--- src/rtl/elevator_pkg.sv ---
// Shared elevator types: button count, offer FSM states and the lowest-set-bit
// priority picker used by both the call front end and the controller.
package elevator_pkg;

  localparam int unsigned N_BTN = 16;
  localparam int unsigned IDX_W = 4;

  typedef enum logic {
    IDLE  = 1'b0,
    OFFER = 1'b1
  } offer_state_e;

  // Index of the lowest set bit; 0 when the vector is empty.
  function automatic logic [IDX_W-1:0] lowest_set(input logic [N_BTN-1:0] v);
    logic [IDX_W-1:0] idx;
    idx = '0;
    for (int i = int'(N_BTN) - 1; i >= 0; i--) begin
      if (v[i]) idx = IDX_W'(i);
    end
    return idx;
  endfunction

endpackage

--- src/rtl/btn_debounce.sv ---
// One-bit button conditioner: 2-flop synchroniser, tick-sampled history and
// a one-cycle pulse on every debounced 0->1 transition.
module btn_debounce #(
  parameter int unsigned DEB_SAMPLES = 8
) (
  input  logic clk,
  input  logic rst_n,
  input  logic tick,
  input  logic raw,
  output logic press_pulse
);

  logic                   sync1_q, sync1_d;
  logic                   sync2_q, sync2_d;
  logic [DEB_SAMPLES-1:0] hist_q, hist_d;
  logic                   deb_q, deb_d;
  logic                   pulse_q, pulse_d;

  always_comb begin
    sync1_d = raw;
    sync2_d = sync1_q;
    hist_d  = hist_q;
    if (tick) hist_d = {hist_q[DEB_SAMPLES-2:0], sync2_q};
    // State only moves on a unanimous history, otherwise it holds.
    deb_d = deb_q;
    if (&hist_q)       deb_d = 1'b1;
    else if (~|hist_q) deb_d = 1'b0;
    pulse_d = deb_d & ~deb_q;
  end

  always_ff @(posedge clk or negedge rst_n) begin
    if (!rst_n) begin
      sync1_q <= 1'b0;
      sync2_q <= 1'b0;
      hist_q  <= '0;
      deb_q   <= 1'b0;
      pulse_q <= 1'b0;
    end else begin
      sync1_q <= sync1_d;
      sync2_q <= sync2_d;
      hist_q  <= hist_d;
      deb_q   <= deb_d;
      pulse_q <= pulse_d;
    end
  end

  assign press_pulse = pulse_q;

endmodule

--- src/rtl/call_input.sv ---
// Elevator panel input front end: debounces buttons, latches requests and
// offers them one at a time over valid/ready. CALL_CANCEL_EN: re-press cancels.
module call_input
  import elevator_pkg::*;
#(
  parameter int unsigned TICK_CYCLES = 100_000,
  parameter int unsigned DEB_SAMPLES = 8
) (
  input  logic             clk,
  input  logic             rst_n,
  input  logic [N_BTN-1:0] btn_raw,
  input  logic             working,
  input  logic [N_BTN-1:0] clear,
  input  logic             req_ready,
  output logic [N_BTN-1:0] button,
  output logic [N_BTN-1:0] press_pulse,
  output logic             req_valid,
  output logic [IDX_W-1:0] req_idx
);

  localparam int unsigned CNT_W = (TICK_CYCLES > 1) ? $clog2(TICK_CYCLES) : 1;

  logic [CNT_W-1:0] cnt_q, cnt_d;
  logic             tick_c;

  // Free-running sample tick shared by all debouncers.
  always_comb begin
    tick_c = (cnt_q == CNT_W'(TICK_CYCLES - 1));
    cnt_d  = tick_c ? '0 : cnt_q + CNT_W'(1);
  end

  for (genvar g = 0; g < N_BTN; g++) begin : g_deb
    btn_debounce #(.DEB_SAMPLES(DEB_SAMPLES)) u_deb (
      .clk         (clk),
      .rst_n       (rst_n),
      .tick        (tick_c),
      .raw         (btn_raw[g]),
      .press_pulse (press_pulse[g])
    );
  end

  logic [N_BTN-1:0] button_q, button_d;
  logic [N_BTN-1:0] new_q, new_d;
  logic [N_BTN-1:0] set_v, cancel_v, ack_mask;
  logic             ack_c;
  offer_state_e     state_q, state_d;
  logic             req_valid_q, req_valid_d;
  logic [IDX_W-1:0] req_idx_q, req_idx_d;

  // Request latch: a fresh press sets, clear/cancel/handshake retire.
  always_comb begin
    ack_c    = (state_q == OFFER) && req_ready && working;
    ack_mask = '0;
    if (ack_c) ack_mask[req_idx_q] = 1'b1;
`ifdef CALL_CANCEL_EN
    cancel_v = press_pulse & button_q;
`else
    cancel_v = '0;
`endif
    set_v    = press_pulse & ~button_q;
    button_d = '0;
    new_d    = '0;
    if (working) begin
      button_d = (button_q & ~clear & ~cancel_v) | set_v;
      new_d    = (new_q & ~clear & ~cancel_v & ~ack_mask) | set_v;
    end
  end

  // Offer FSM; an offer is withdrawn whenever its latched request goes away.
  always_comb begin
    state_d   = state_q;
    req_idx_d = req_idx_q;
    unique case (state_q)
      IDLE: begin
        if (working && (|new_q)) begin
          state_d   = OFFER;
          req_idx_d = lowest_set(new_q);
        end
      end
      OFFER: begin
        if (!working || ack_c || !button_d[req_idx_q]) state_d = IDLE;
      end
      default: state_d = IDLE;
    endcase
    req_valid_d = (state_d == OFFER);
  end

  always_ff @(posedge clk or negedge rst_n) begin
    if (!rst_n) begin
      cnt_q       <= '0;
      button_q    <= '0;
      new_q       <= '0;
      state_q     <= IDLE;
      req_valid_q <= 1'b0;
      req_idx_q   <= '0;
    end else begin
      cnt_q       <= cnt_d;
      button_q    <= button_d;
      new_q       <= new_d;
      state_q     <= state_d;
      req_valid_q <= req_valid_d;
      req_idx_q   <= req_idx_d;
    end
  end

  assign button    = button_q;
  assign req_valid = req_valid_q;
  assign req_idx   = req_idx_q;

endmodule

--- config.mk ---
export PLATFORM = sky130hd
export DESIGN_NAME = call_input
export DESIGN_NICKNAME = d
export VERILOG_FILES = /design/src/rtl/elevator_pkg.sv /design/src/rtl/btn_debounce.sv /design/src/rtl/call_input.sv
export SDC_FILE = /design/constraint.sdc
export NUM_CORES = 1
export LEC_CHECK = 0
export BUFFER_PORTS_ARGS = -buffer_cell sky130_fd_sc_hd__buf_4
export CORE_MARGIN = 2
export CORE_UTILIZATION = 36
export CTS_CLUSTER_DIAMETER = 200
export CTS_CLUSTER_SIZE = 30
export DETAILED_ROUTE_END_ITERATION = 8
export GPL_ROUTABILITY_DRIVEN = 1
export PLACE_DENSITY = 0.52
export SETUP_SLACK_MARGIN = 0.15
export SYNTH_ARGS = -nofsm -noshare
export SYNTH_HDL_FRONTEND = slang
export SYNTH_SLANG_ARGS = --single-unit
--- constraint.sdc ---
create_clock -name clk -period 3.86 [get_ports clk]
set_input_delay 0.772 -clock clk [delete_from_list [all_inputs] [get_ports clk]]
set_output_delay 0.772 -clock clk [all_outputs]
set_load 0.05 [all_outputs]
# Yosys cells after proc, flatten, opt, wreduce, memory -nomap -nowiden
# Cells that the tools add are included.
[classes]
bitwise_logic = 42
n_mux = 59
n_addsub = 1
n_eq_ne = 1
n_reduce_logical = 42
magnitude_cmp = 2
[op_table]
columns = ["op", "n"]
rows = [
  ["8-bit AND reduction", 16],
  ["8-bit OR reduction", 16],
  ["16-bit bitwise AND", 4],
  ["4-bit two-way mux", 16],
  ["16-bit two-way mux", 3],
  ["16-bit NOT", 3],
  ["1-bit two-way mux", 36],
  ["16-bit bitwise OR", 2],
  ["17-bit by 1-bit adder with 17-bit output, second input constant", 1],
  ["17-bit equality test, second input constant", 1],
  ["17-bit two-way mux", 1],
  ["1-bit NOT", 17],
  ["1-bit bitwise AND", 16],
  ["16-bit OR reduction", 1],
  ["4-bit by 5-bit < comparator with 1-bit output, second input constant", 1],
  ["1-bit binary-select mux with 4-bit select", 1],
  ["1-bit demux with 4-bit select", 1],
  ["4-bit by 1-bit >= comparator with 1-bit output, second input constant", 1],
  ["1-bit logical AND", 4],
  ["1-bit logical NOT", 2],
  ["1-bit logical OR", 2],
  ["1-bit case mux with 2 select lines", 1],
  ["2-bit AND reduction", 1],
]
[totals]
register_bits = 246
out_inout_bits = 37

# Depth between registers and ports, before layout
[depth]
depth_word = 16
depth_mapped = 8
ltp_nobuf = 7

# Hierarchy
# A second synthesis with hierarchy kept.
[hier_totals]
hier_cells = 730
hier_area_um2 = 9781.9
[modules_own_cells]
columns = ["mod", "cells_each", "area_per_inst_um2", "instances"]
rows = [
  ["btn_debounce", 28, 437.9, 16],
  ["call_input", 282, 2775.2, 1],
]

# Least setup slack after synthesis
# OpenSTA, ideal clock, no wires.
[synth_timing]
path_type = "register to register"
from = "register cnt_q[12]"
to = "register g_deb[0].u_deb.hist_q[0]"
period_less_slack_ns = 2.170
setup_slack_ns = 1.690
t_required_ns = 3.735
arrival_time_ns = 2.045
path_stages_with_launch = 7
setup_time_ns = 0.125
path_cell_list = "dfrtp_1 or4b_1 nor4b_2 and4_4 buf_12 buf_12 mux2_4"
[synth_via]
elab_chain_cells = 1
[synth_lines]
columns = ["element", "line_no", "rtl"]
rows = [
  ["start: declaration", "call_input.sv:23", "logic [CNT_W-1:0] cnt_q, cnt_d;"],
  ["start signal: assignment", "call_input.sv:97", "cnt_q <= cnt_d;"],
  ["17-bit equality test", "call_input.sv:28", "tick_c = (cnt_q == CNT_W'(TICK_CYCLES - 1));"],
  ["end signal: assignment", "btn_debounce.sv:41", "hist_q <= hist_d;"],
  ["end: declaration", "btn_debounce.sv:15", "logic [DEB_SAMPLES-1:0] hist_q, hist_d;"],
]
# Every way passes these cells.
# A chain may end at the register's enable or synchronous reset.

# Final worst setup path
[layout_timing]
from = "register cnt_q[12]"
to = "register g_deb[0].u_deb.hist_q[7]"
# Same word-level chain as after synthesis.

==> results.yml <==
detailed_routing:
  wirelength_um: 19100
  average_detailed_routed_wire_length_per_instance_um: 16.1
  per_cell_via_count_in_the_routed_design: 4.96
  antenna_violating_nets_remaining: 0
  dr.first_iter.drc_count: 440
  dr_total_vias: 5907
  route.detailed.drc: 0
  detail_route.first_pass.iterations: 7
cts:
  cts_tree: "yes"
  clock_path_buffers: 3
  post_cts.repair.setup_buffers: 0
  cts.sink_count: 246
  clkLatencyLatePin_ns: 0.48
  cts.reportedPaths.clkPinSlew_ns: 0.11
  resized_gates_after_cts: 0
  cts.hold.buffers_added: 0
  cts_root_buffer: "clkbuf_16"
  cts_inserted_buffers: 12
  cts_max_level: 1
floorplan:
  number_of_placement_rows: 62
  die-height_um: 174
  initial_core_util: 0.364
  dieArea_um2: 30300
  area_of_the_core_um2: 28600
  num_io_pins: 73
  die_width_um: 174
timing:
  grt_setup_unrepaired: "no"
  hold_viol: 0
  fin_worst_skew_ns: 0.0319
  setup-tns-final_ns: 0
  layout_worst_path_cycle_share: 0.709
  max_slew.worst_pin.slew_ns: 0.684
  finalCriticalPeriod_ns: 2.74
  finalSetupViolCount: 0
  final-max-slew-violation-count: 0
  slew-limit-headroom: 0.544
  fmax_mhz: 365
worst_setup_path:
  r2r.worst_path.cells: 5
  worstReg2RegStart: "cnt_q[12]$_DFF_PN0_"
  worst_setup_path_start_kind: "flop"
  arrival_ns: 3.11
  critPathMaxFanout: 30
  worst_ep_required_time_ns: 4.23
  worst_r2r_setup_slack_ns: 1.12
  timing_worst_setup_path_type: "flop to flop"
  reg2reg_to: "g_deb[0].u_deb.hist_q[7]$_DFFE_PN0N_"
  worst_setup_path_end_kind: "flop"
power_and_ir_drop:
  power.static_leakage_nw: 5.47
  power.share.clock: 0.340
  p_total_w: 0.00425
  netSwitchingFraction: 0.228
  switchingPower_w: 0.000967
  max-vdd-ir-drop_uv: 236
  power.share.combinational: 0.042
  pwr_density_cell_nw_per_um2: 369
  internal_power_w: 0.00328
  share_seq_of_total_power: 0.618
logic_synthesis:
  synth-edff-count: 0
  post-synth-top-area-cell: "dfrtp_1"
  yosysTopAreaCellShare: 0.590
  synth-seq-cells: 246
  synth-main-ff-cell: "dfrtp_1"
  synth.yosys.warnings: 0
  synth.top_cells.by_area: "dfrtp_1 (59%), mux2_4 (14%), mux2_2 (2.4%)"
  seq_area_frac_synth: 0.590
  synth_area_per_cell_um2: 13.9
  syn-instance-count: 751
  ys_async_sr_fraction: 1.00
  unique_masters_post_synth: 50
  synth.net_count: 788
  netlist_area_um2: 10400
finish:
  mostFrequentLayoutCell: "dfrtp_1"
  finalNonFillerCells: 1190
  multi_input_area_um2: 3810
  antenna-diode-count: 0
  nFillCells: 2681
  post_route_core_utilization: 0.402
  num-nets-final: 843
  flow.area_growth_from_synthesis_pct: 10.4
  final-seq-area_um2: 6160
  final_cell_mix: "dfrtp_1 (246), mux2_4 (100), buf_4 (72)"
  drive_above_1_share: 0.269
  final_cell_area_um2: 11500
place:
  placed_area_um2: 11200
  gp_routability_congestion: 0.815
  io_buffers: 72
  placedCellCount: 1176
  place_hpwl_um: 13000
global_route:
  grt_pass1_wl_um: 32800
  grt_max_degree: 89
  grt_remaining_overflow: 0
  first_global_vias: 5963
  antenna_found_initial: 0
  groute.usage.overall: 0.131
flow_run:
  cap_viol_max_count: 0
outcome:
  outcome: "finished, final reports clean"
min_path:
  kind_of_path_behind_the_tightest_hold_check: "primary input to asynchronous set/reset pin"
cell usage after synthesis (2+ instances only):
| cell | instances |
|---|---|
| a211o_1 | 3 |
| a21boi_0 | 14 |
| a21oi_1 | 19 |
| and2_1 | 4 |
| and3_1 | 2 |
| and4_1 | 2 |
| buf_12 | 11 |
| buf_4 | 16 |
| buf_6 | 4 |
| clkbuf_1 | 6 |
| dfrtp_1 | 246 |
| inv_1 | 14 |
| mux2_1 | 6 |
| mux2_2 | 22 |
| mux2_4 | 100 |
| nand2_1 | 25 |
| nand2b_1 | 18 |
| nand3_1 | 9 |
| nand3b_1 | 3 |
| nand4_1 | 34 |
| nor2_1 | 21 |
| nor2b_1 | 22 |
| nor3_1 | 19 |
| nor4_1 | 4 |
| o211a_1 | 4 |
| o21a_1 | 7 |
| o21ai_0 | 42 |
| o21ai_1 | 2 |
| o21bai_1 | 2 |
| o22ai_1 | 4 |
| o311ai_0 | 4 |
| or3_1 | 2 |
| or4_1 | 32 |
| xnor2_1 | 5 |
| xor2_1 | 8 |
through the flow:
stage | hold slack [ns] | setup slack [ns]
final | 0.285 | 1.12
after CTS | 0.303 | 1.09
after global placement | 0.333 | 1.12
after detailed placement | 0.335 | 1.11
after floorplan | 0.331 | 1.69
after global routing | 0.320 | 0.981
area by class of cell:
class | count | share of cell area
Inverter | 14 | 0.00456
Clock buffer | 13 | 0.0283
Clock inverter | 1 | 0.00261
Multi-Input combinational cell | 454 | 0.331
Sequential cell | 246 | 0.535
Tap cell | 384 | 0.0417
Timing Repair Buffer | 78 | 0.0569
worst max path at each step:
stage,startpoint,to,slack (ns),cells past startpoint
2_1_floorplan,cnt_q[12]$_DFF_PN0_,g_deb[0].u_deb.hist_q[0]$_DFFE_PN0N_,1.69,6
3_3_place_gp,cnt_q[12]$_DFF_PN0_,g_deb[10].u_deb.hist_q[6]$_DFFE_PN0N_,1.12,5
3_5_place_dp,cnt_q[12]$_DFF_PN0_,g_deb[0].u_deb.hist_q[7]$_DFFE_PN0N_,1.11,5
4_1_cts,cnt_q[12]$_DFF_PN0_,g_deb[0].u_deb.hist_q[7]$_DFFE_PN0N_,1.09,5
5_1_grt,cnt_q[12]$_DFF_PN0_,g_deb[10].u_deb.hist_q[6]$_DFFE_PN0N_,0.98,5
6_report,cnt_q[12]$_DFF_PN0_,g_deb[0].u_deb.hist_q[7]$_DFFE_PN0N_,1.12,5
routing by layer:
metal	part of all wire	vias up	wire length, um	GRT usage
met3	0.032	21	612	0.0162
met1	0.51	2973	9790	0.203
met4	0.022	0	417	0.0312
li1	-	2812	-	-
met5	0	-	0	0
met2	0.43	101	8290	0.193
power groups by stage:
stage                     combinational, W  sequential, W  clock [W]
final                             0.000180        0.00262    0.00144
after floorplan                  0.0000507        0.00268          0
after CTS                         0.000185        0.00262    0.00151
after global placement            0.000185        0.00267          0
after global routing              0.000202        0.00263    0.00161
after detailed placement          0.000185        0.00267          0
registers in the layout (all words and copies together), names as in the netlist:
name,count
g_deb.u_deb.hist_q,128
g_deb.u_deb.sync2_q,16
button,16
g_deb.u_deb.press_pulse,16
req_idx,4
req_valid,1
cnt_q,17
new_q,16
g_deb.u_deb.deb_q,16
g_deb.u_deb.sync1_q,16
worst max-delay path: stages (launching register included):
cell,delay (ns)
dfrtp_1,0.43
or4b_1,0.54
nor4b_2,0.26
and4_4,0.64
buf_4,0.37
mux2_2,0.36
logic make-up after synthesis:
family          synth area share
xor+xnor                  0.0109
compound gates            0.0660
simple gates               0.113
flops                      0.590
mux                        0.174
buf+inv                   0.0441
fa+ha+maj                0.00120
Power figures use the tool's default switching activity.
